### src/rtl/key_loader_pkg.sv
// Shared types and constants for the serial key loader.
package key_loader_pkg;

  // Width of the unlock key delivered to the locked netlists.
  localparam int KL_KEY_WIDTH_DEFAULT = 16;

  // Loader control states.
  typedef enum logic [1:0] {
    KL_IDLE   = 2'd0,
    KL_SHIFT  = 2'd1,
    KL_CHECK  = 2'd2,
    KL_LOCKED = 2'd3
  } kl_state_e;

  // The counter must reach KEY_WIDTH (the parity slot), so it needs one extra code.
  function automatic int klCountWidth(input int keyWidth);
    return $clog2(keyWidth + 1);
  endfunction

endpackage

### src/rtl/key_shift_reg.sv
// Shadow register for an incoming key frame: data bits are written LSB first at
// the position given by the bit counter, then the trailing parity bit lands in
// its own flop. A running parity over the data bits lets the check be a single XOR.
module key_shift_reg
  import key_loader_pkg::*;
#(
  parameter int KEY_WIDTH = KL_KEY_WIDTH_DEFAULT
) (
  input  logic                 i_clk,
  input  logic                 i_rst,
  input  logic                 i_clear,
  input  logic                 i_load,
  input  logic                 i_bit,
  output logic [KEY_WIDTH-1:0] o_shadow,
  output logic                 o_full,
  output logic                 o_parityOk
);

  localparam int CNT_W = klCountWidth(KEY_WIDTH);

  logic [KEY_WIDTH-1:0] r_shadow;
  logic [CNT_W-1:0]     r_count;
  logic                 r_parityBit;
  logic                 r_runParity;
  logic                 w_dataFull;

  // Once every data slot is filled the next accepted bit is the parity bit.
  assign w_dataFull = (r_count == CNT_W'(KEY_WIDTH));

  // Indexed load of data bits, parity capture, and counter/parity bookkeeping.
  always_ff @(posedge i_clk or posedge i_rst) begin
    if (i_rst) begin
      r_shadow    <= '0;
      r_count     <= '0;
      r_parityBit <= 1'b0;
      r_runParity <= 1'b0;
    end else if (i_clear) begin
      r_shadow    <= '0;
      r_count     <= '0;
      r_parityBit <= 1'b0;
      r_runParity <= 1'b0;
    end else if (i_load) begin
      if (w_dataFull) begin
        r_parityBit <= i_bit;
      end else begin
        for (int i = 0; i < KEY_WIDTH; i++) begin
          if (r_count == CNT_W'(i)) begin
            r_shadow[i] <= i_bit;
          end
        end
        r_count     <= r_count + CNT_W'(1);
        r_runParity <= r_runParity ^ i_bit;
      end
    end
  end

  assign o_shadow   = r_shadow;
  assign o_full     = w_dataFull;
  assign o_parityOk = ~(r_runParity ^ r_parityBit);

endmodule

### src/rtl/key_loader.sv
// Serial key programming front end for the locked netlists. Shifts in a key
// frame, checks even parity and commits the key to a held parallel bus. The
// bus only moves on a good commit or on reset, so the netlist never sees a
// half-loaded key.
module key_loader
  import key_loader_pkg::*;
#(
  parameter int KEY_WIDTH    = KL_KEY_WIDTH_DEFAULT,
  parameter int ALLOW_RELOAD = 0
) (
  input  logic                 i_clk,
  input  logic                 i_rst,
  input  logic                 i_start,
  input  logic                 i_abort,
  input  logic                 i_sdata,
  input  logic                 i_svalid,
  output logic                 o_sready,
  output logic [KEY_WIDTH-1:0] o_key_out,
  output logic                 o_key_valid,
  output logic                 o_load_err,
  output logic                 o_busy,
  output logic                 o_locked
);

  kl_state_e            r_state;
  logic                 r_sready;
  logic                 r_busy;
  logic                 r_locked;
  logic [KEY_WIDTH-1:0] r_keyOut;
  logic                 r_keyValid;
  logic                 r_loadErr;

  logic                 w_accept;
  logic                 w_clear;
  logic                 w_full;
  logic                 w_parityOk;
  logic [KEY_WIDTH-1:0] w_shadow;

  // r_sready is only ever high in SHIFT, so it doubles as the accept qualifier.
  assign w_accept = r_sready & i_svalid;
  assign w_clear  = (r_state == KL_IDLE) & i_start;

  key_shift_reg #(
    .KEY_WIDTH (KEY_WIDTH)
  ) u_shift (
    .i_clk      (i_clk),
    .i_rst      (i_rst),
    .i_clear    (w_clear),
    .i_load     (w_accept),
    .i_bit      (i_sdata),
    .o_shadow   (w_shadow),
    .o_full     (w_full),
    .o_parityOk (w_parityOk)
  );

  // Control FSM with registered status outputs and the committed key register.
  always_ff @(posedge i_clk or posedge i_rst) begin
    if (i_rst) begin
      r_state    <= KL_IDLE;
      r_sready   <= 1'b0;
      r_busy     <= 1'b0;
      r_locked   <= 1'b0;
      r_keyOut   <= '0;
      r_keyValid <= 1'b0;
      r_loadErr  <= 1'b0;
    end else begin
      case (r_state)
        KL_IDLE: begin
          if (i_start) begin
            r_state   <= KL_SHIFT;
            r_sready  <= 1'b1;
            r_busy    <= 1'b1;
            r_loadErr <= 1'b0;
          end
        end
        KL_SHIFT: begin
          if (i_abort) begin
            r_state  <= KL_IDLE;
            r_sready <= 1'b0;
            r_busy   <= 1'b0;
          end else if (w_accept && w_full) begin
            r_state  <= KL_CHECK;
            r_sready <= 1'b0;
          end
        end
        KL_CHECK: begin
          r_busy <= 1'b0;
          if (i_abort) begin
            r_state <= KL_IDLE;
          end else if (w_parityOk) begin
            r_keyOut   <= w_shadow;
            r_keyValid <= 1'b1;
            if (ALLOW_RELOAD != 0) begin
              r_state <= KL_IDLE;
            end else begin
              r_state  <= KL_LOCKED;
              r_locked <= 1'b1;
            end
          end else begin
            r_loadErr <= 1'b1;
            r_state   <= KL_IDLE;
          end
        end
        KL_LOCKED: begin
          r_state <= KL_LOCKED;
        end
        default: begin
          r_state  <= KL_IDLE;
          r_sready <= 1'b0;
          r_busy   <= 1'b0;
        end
      endcase
    end
  end

  assign o_sready    = r_sready;
  assign o_key_out   = r_keyOut;
  assign o_key_valid = r_keyValid;
  assign o_load_err  = r_loadErr;
  assign o_busy      = r_busy;
  assign o_locked    = r_locked;

endmodule

### config.mk
export PLATFORM = sky130hd
export DESIGN_NAME = key_loader
export DESIGN_NICKNAME = d
export VERILOG_FILES = /design/src/rtl/key_loader_pkg.sv /design/src/rtl/key_shift_reg.sv /design/src/rtl/key_loader.sv
export SDC_FILE = /design/constraint.sdc
export NUM_CORES = 1
export LEC_CHECK = 0
export BUFFER_PORTS_ARGS = -buffer_cell sky130_fd_sc_hd__buf_2
export CORE_ASPECT_RATIO = 0.6
export CORE_MARGIN = 2
export CORE_UTILIZATION = 40
export DETAILED_ROUTE_END_ITERATION = 16
export GPL_TIMING_DRIVEN = 0
export REMOVE_ABC_BUFFERS = 1
export SETUP_SLACK_MARGIN = 0.02
export SYNTH_ARGS = -nofsm -noshare
export SYNTH_HDL_FRONTEND = slang
export SYNTH_HIERARCHICAL = 1
export SYNTH_SLANG_ARGS = --single-unit
export TNS_END_PERCENT = 10
### constraint.sdc
create_clock -name i_clk -period 4.8 [get_ports i_clk]
set_input_delay 0.72 -clock i_clk [delete_from_list [all_inputs] [get_ports i_clk]]
set_output_delay 0.72 -clock i_clk [all_outputs]
set_load 0.01 [all_outputs]
==> results.py <==
metrics = {
    "synth": {
        "ys_seq_area_frac": 0.502,
        "netlist_instances": 229,
        "async_flop_share": 1.00,
        "synth_edf_count": 0,
        "syn_area_per_cell_sq_um": 9.80,
        "synth_top_area_share": 0.502,
        "synth_warnings": 6,
        "synth.distinct_cells": 38,
        "synth_seq_cells": 45,
        "synthTopCellsByArea": "dfrtp_1 50%, nand2_1 11%, mux2i_1 7.6%, ha_1 5.6%, nand2b_1 5.0%",
        "yosys_most_used_dff": "dfrtp_1",
        "synthesis.area_sq_mm": 0.00224,
        "synth_top_cell_by_area": "dfrtp_1",
    },
    "min_path": {
        "hp-class": "reg -> reg",
    },
    "sta": {
        "whs_ns": 0.473,
        "period_share": 0.504,
        "fmax_mhz": 414,
        "maxSlewViolCount": 0,
        "slew_headroom": 0.368,
        "worstMarginPinSlew_ns": 0.947,
        "worst_clock_skew_ns": 0.00866,
        "rsz0062_at_grt": "no",
        "setup_ws_ns": 2.38,
        "finalHoldViolCount": 0,
        "setup-violations-final": 0,
        "fin_crit_ns": 2.42,
        "setup_tns_ns": 0,
    },
    "floorplanning": {
        "start_util": 0.409,
        "row_count": 21,
        "io_pins": 27,
        "die_area_sq_mm": 0.00624,
        "core_sq_mm": 0.00549,
        "die_y_microns": 62.0,
        "die_w_microns": 101,
    },
    "route": {
        "drtPass1Iterations": 4,
        "post-route-drc-count": 0,
        "drt-vias-per-instance": 4.82,
        "via_count": 1557,
        "drt_iter0_drc": 52,
        "ant_nets": 0,
        "routedWlPerCell_microns": 13.6,
        "routed_wl_mm": 4.38,
    },
    "critical_path": {
        "critPathLaunchType": "register",
        "cpLargestDelayFamily": "simple AND/OR/NAND/NOR gates",
        "cp-end-kind": "register",
        "path_cells": "inv_1 > ha_1 > and2_1 > nand2b_1 > mux2i_1",
        "critPathMaxStageDelay_ns": 0.67,
        "crit_type": "reg -> reg",
        "crit_buf_inv": 1,
        "crit_path_max_fanout": 25,
        "crit_required_ns": 4.95,
        "cpMaxStageDelayCell": "and2_1",
        "crit_arrival_ns": 2.56,
    },
    "power": {
        "vdd_ir_drop_max_mv": 0.206,
        "combPwrFrac": 0.324,
        "clkPwrFrac": 0.251,
        "finalPower_mw": 1.19,
        "power_leakage_nw": 1.38,
        "swShare": 0.353,
        "power_frac_seq": 0.425,
        "powerDensity_mw_per_mm2": 473,
        "p_int_mw": 0.772,
        "p_sw_mw": 0.420,
    },
    "cells_and_area": {
        "finish.net_count": 269,
        "layout_common_cells": "67 x nand2_1, 45 x dfrtp_1, 26 x buf_2",
        "antennaDiodeCount": 0,
        "area_growth_syn_to_layout_pct": 12.4,
        "utilization": 0.459,
        "final_common_cell": "nand2_1",
        "drive_above_1_share": 0.165,
    },
    "clock_network": {
        "path_clk_slew_ns": 0.09,
        "ctsResizeCount": 0,
        "cts_made_buffers": 5,
        "h-tree-depth": 2,
        "ctsHoldBuffers": 0,
        "cts_buffer_depth": 2,
        "clock_latency_ns": 0.30,
        "cts_setup_buffers": 0,
        "root_buffer": "clkbuf_8",
        "cts.sinks": 45,
        "cts_tree": "built",
    },
    "place": {
        "io_buffers": 26,
        "place_ws_ns": 2.28,
        "place_congestion": 0.792,
        "hpwl_mm": 2.98,
    },
    "run_status": {
        "status": "finished clean",
    },
    "job": {
        "drv_cap": 0,
    },
    "global_routing": {
        "grt_pass1_vias": 1405,
        "gr-total-overflow": 0,
        "grt_usage": 0.154,
        "grt_max_degree": 26,
        "antenna_found_initial": 0,
        "grt_pass1_wl_mm": 7.13,
    },
}
-- metrics by stage --
step / instances / area (sq um)
finish: 323 / 2520
global route: 323 / 2520
CTS: 323 / 2520
detailed placement: 315 / 2400
global placement: 315 / 2400
floorplan: 220 / 2190
-- synthesized netlist by cell type (all sizes together) (2+ instances only) --
cell type	instances
nor2	5
nand2b	18
mux2i	17
and3b	3
and3	2
nand3	6
and2	2
inv	10
or3	2
nor3b	2
ha	10
dfrtp	45
o21ai	4
a21oi	7
clkbuf	5
buf	4
nand2	67
nor2b	6
-- worst register-to-register path, cell delays in order (launching register included) --
cell,delay [ns]
dfrtp_1,0.43
inv_1,0.13
ha_1,0.25
and2_1,0.67
nand2b_1,0.62
mux2i_1,0.17
-- final cells by class --
class | instances | area, sq um
inverters | 10 | 37.5
clock inverters | 2 | 37.5
fillers | 555 | 2970
multi-input cells | 165 | 1020
clock buffers | 6 | 82.6
repair buffers | 26 | 130
well taps | 69 | 86.3
flip-flops and latches | 45 | 1130
-- cells by family after synthesis --
group                    share of synthesized area
XOR/XNOR                                   0.00781
flip-flops                                   0.502
adder cells (fa/ha/maj)                     0.0558
AND/OR/NAND/NOR                              0.260
AO/OA/AOI/OAI                               0.0513
multiplexers                                0.0809
buffers and inverters                       0.0424
-- path summary, 6_finish.rpt --
| path | from | depth (start not counted) | slack (ns) | end |
|---|---|---|---|---|
| hold / removal | o_key_out[5]$_DFFE_PP0P_ | 2 | 0.47 | o_key_out[5]$_DFFE_PP0P_ |
| max in group asynchronous | i_rst | 2 | 3.58 | u_shift/o_shadow[3]$_DFFE_PP0P_ |
| setup / recovery | r_state[0]$_DFFE_PP0P_ | 5 | 2.38 | u_shift/o_shadow[8]$_DFFE_PP0P_ |
| min in group asynchronous | i_rst | 2 | 0.61 | o_key_out[10]$_DFFE_PP0P_ |
| setup reg to reg | r_state[0]$_DFFE_PP0P_ | 5 | 2.38 | u_shift/o_shadow[8]$_DFFE_PP0P_ |
| hold reg to reg | o_key_out[5]$_DFFE_PP0P_ | 2 | 0.47 | o_key_out[5]$_DFFE_PP0P_ |
-- registers in the layout (all words and copies together) (netlist names), 2 cells and up --
name and cells:
u_shift/r_count 5, r_state 2, u_shift/o_shadow 16, o_key_out 16
-- routing by layer --
layer	global-route usage	wire (microns)	up-vias
met5	0	0	-
met3	0.0403	149	5
li1	-	-	789
met2	0.210	1700	25
met1	0.240	2500	738
met4	0.0411	26	0
-- power groups by stage --
stage          Combinational (mW)  Sequential (mW)  Clock (mW)
2_1_floorplan               0.266            0.517           0
3_3_place_gp                0.381            0.511           0
3_5_place_dp                0.389            0.512           0
4_1_cts                     0.389            0.506       0.311
5_1_grt                     0.436            0.517       0.327
6_report                    0.386            0.506       0.299
Note: power is estimated with default switching activity, not from simulation.
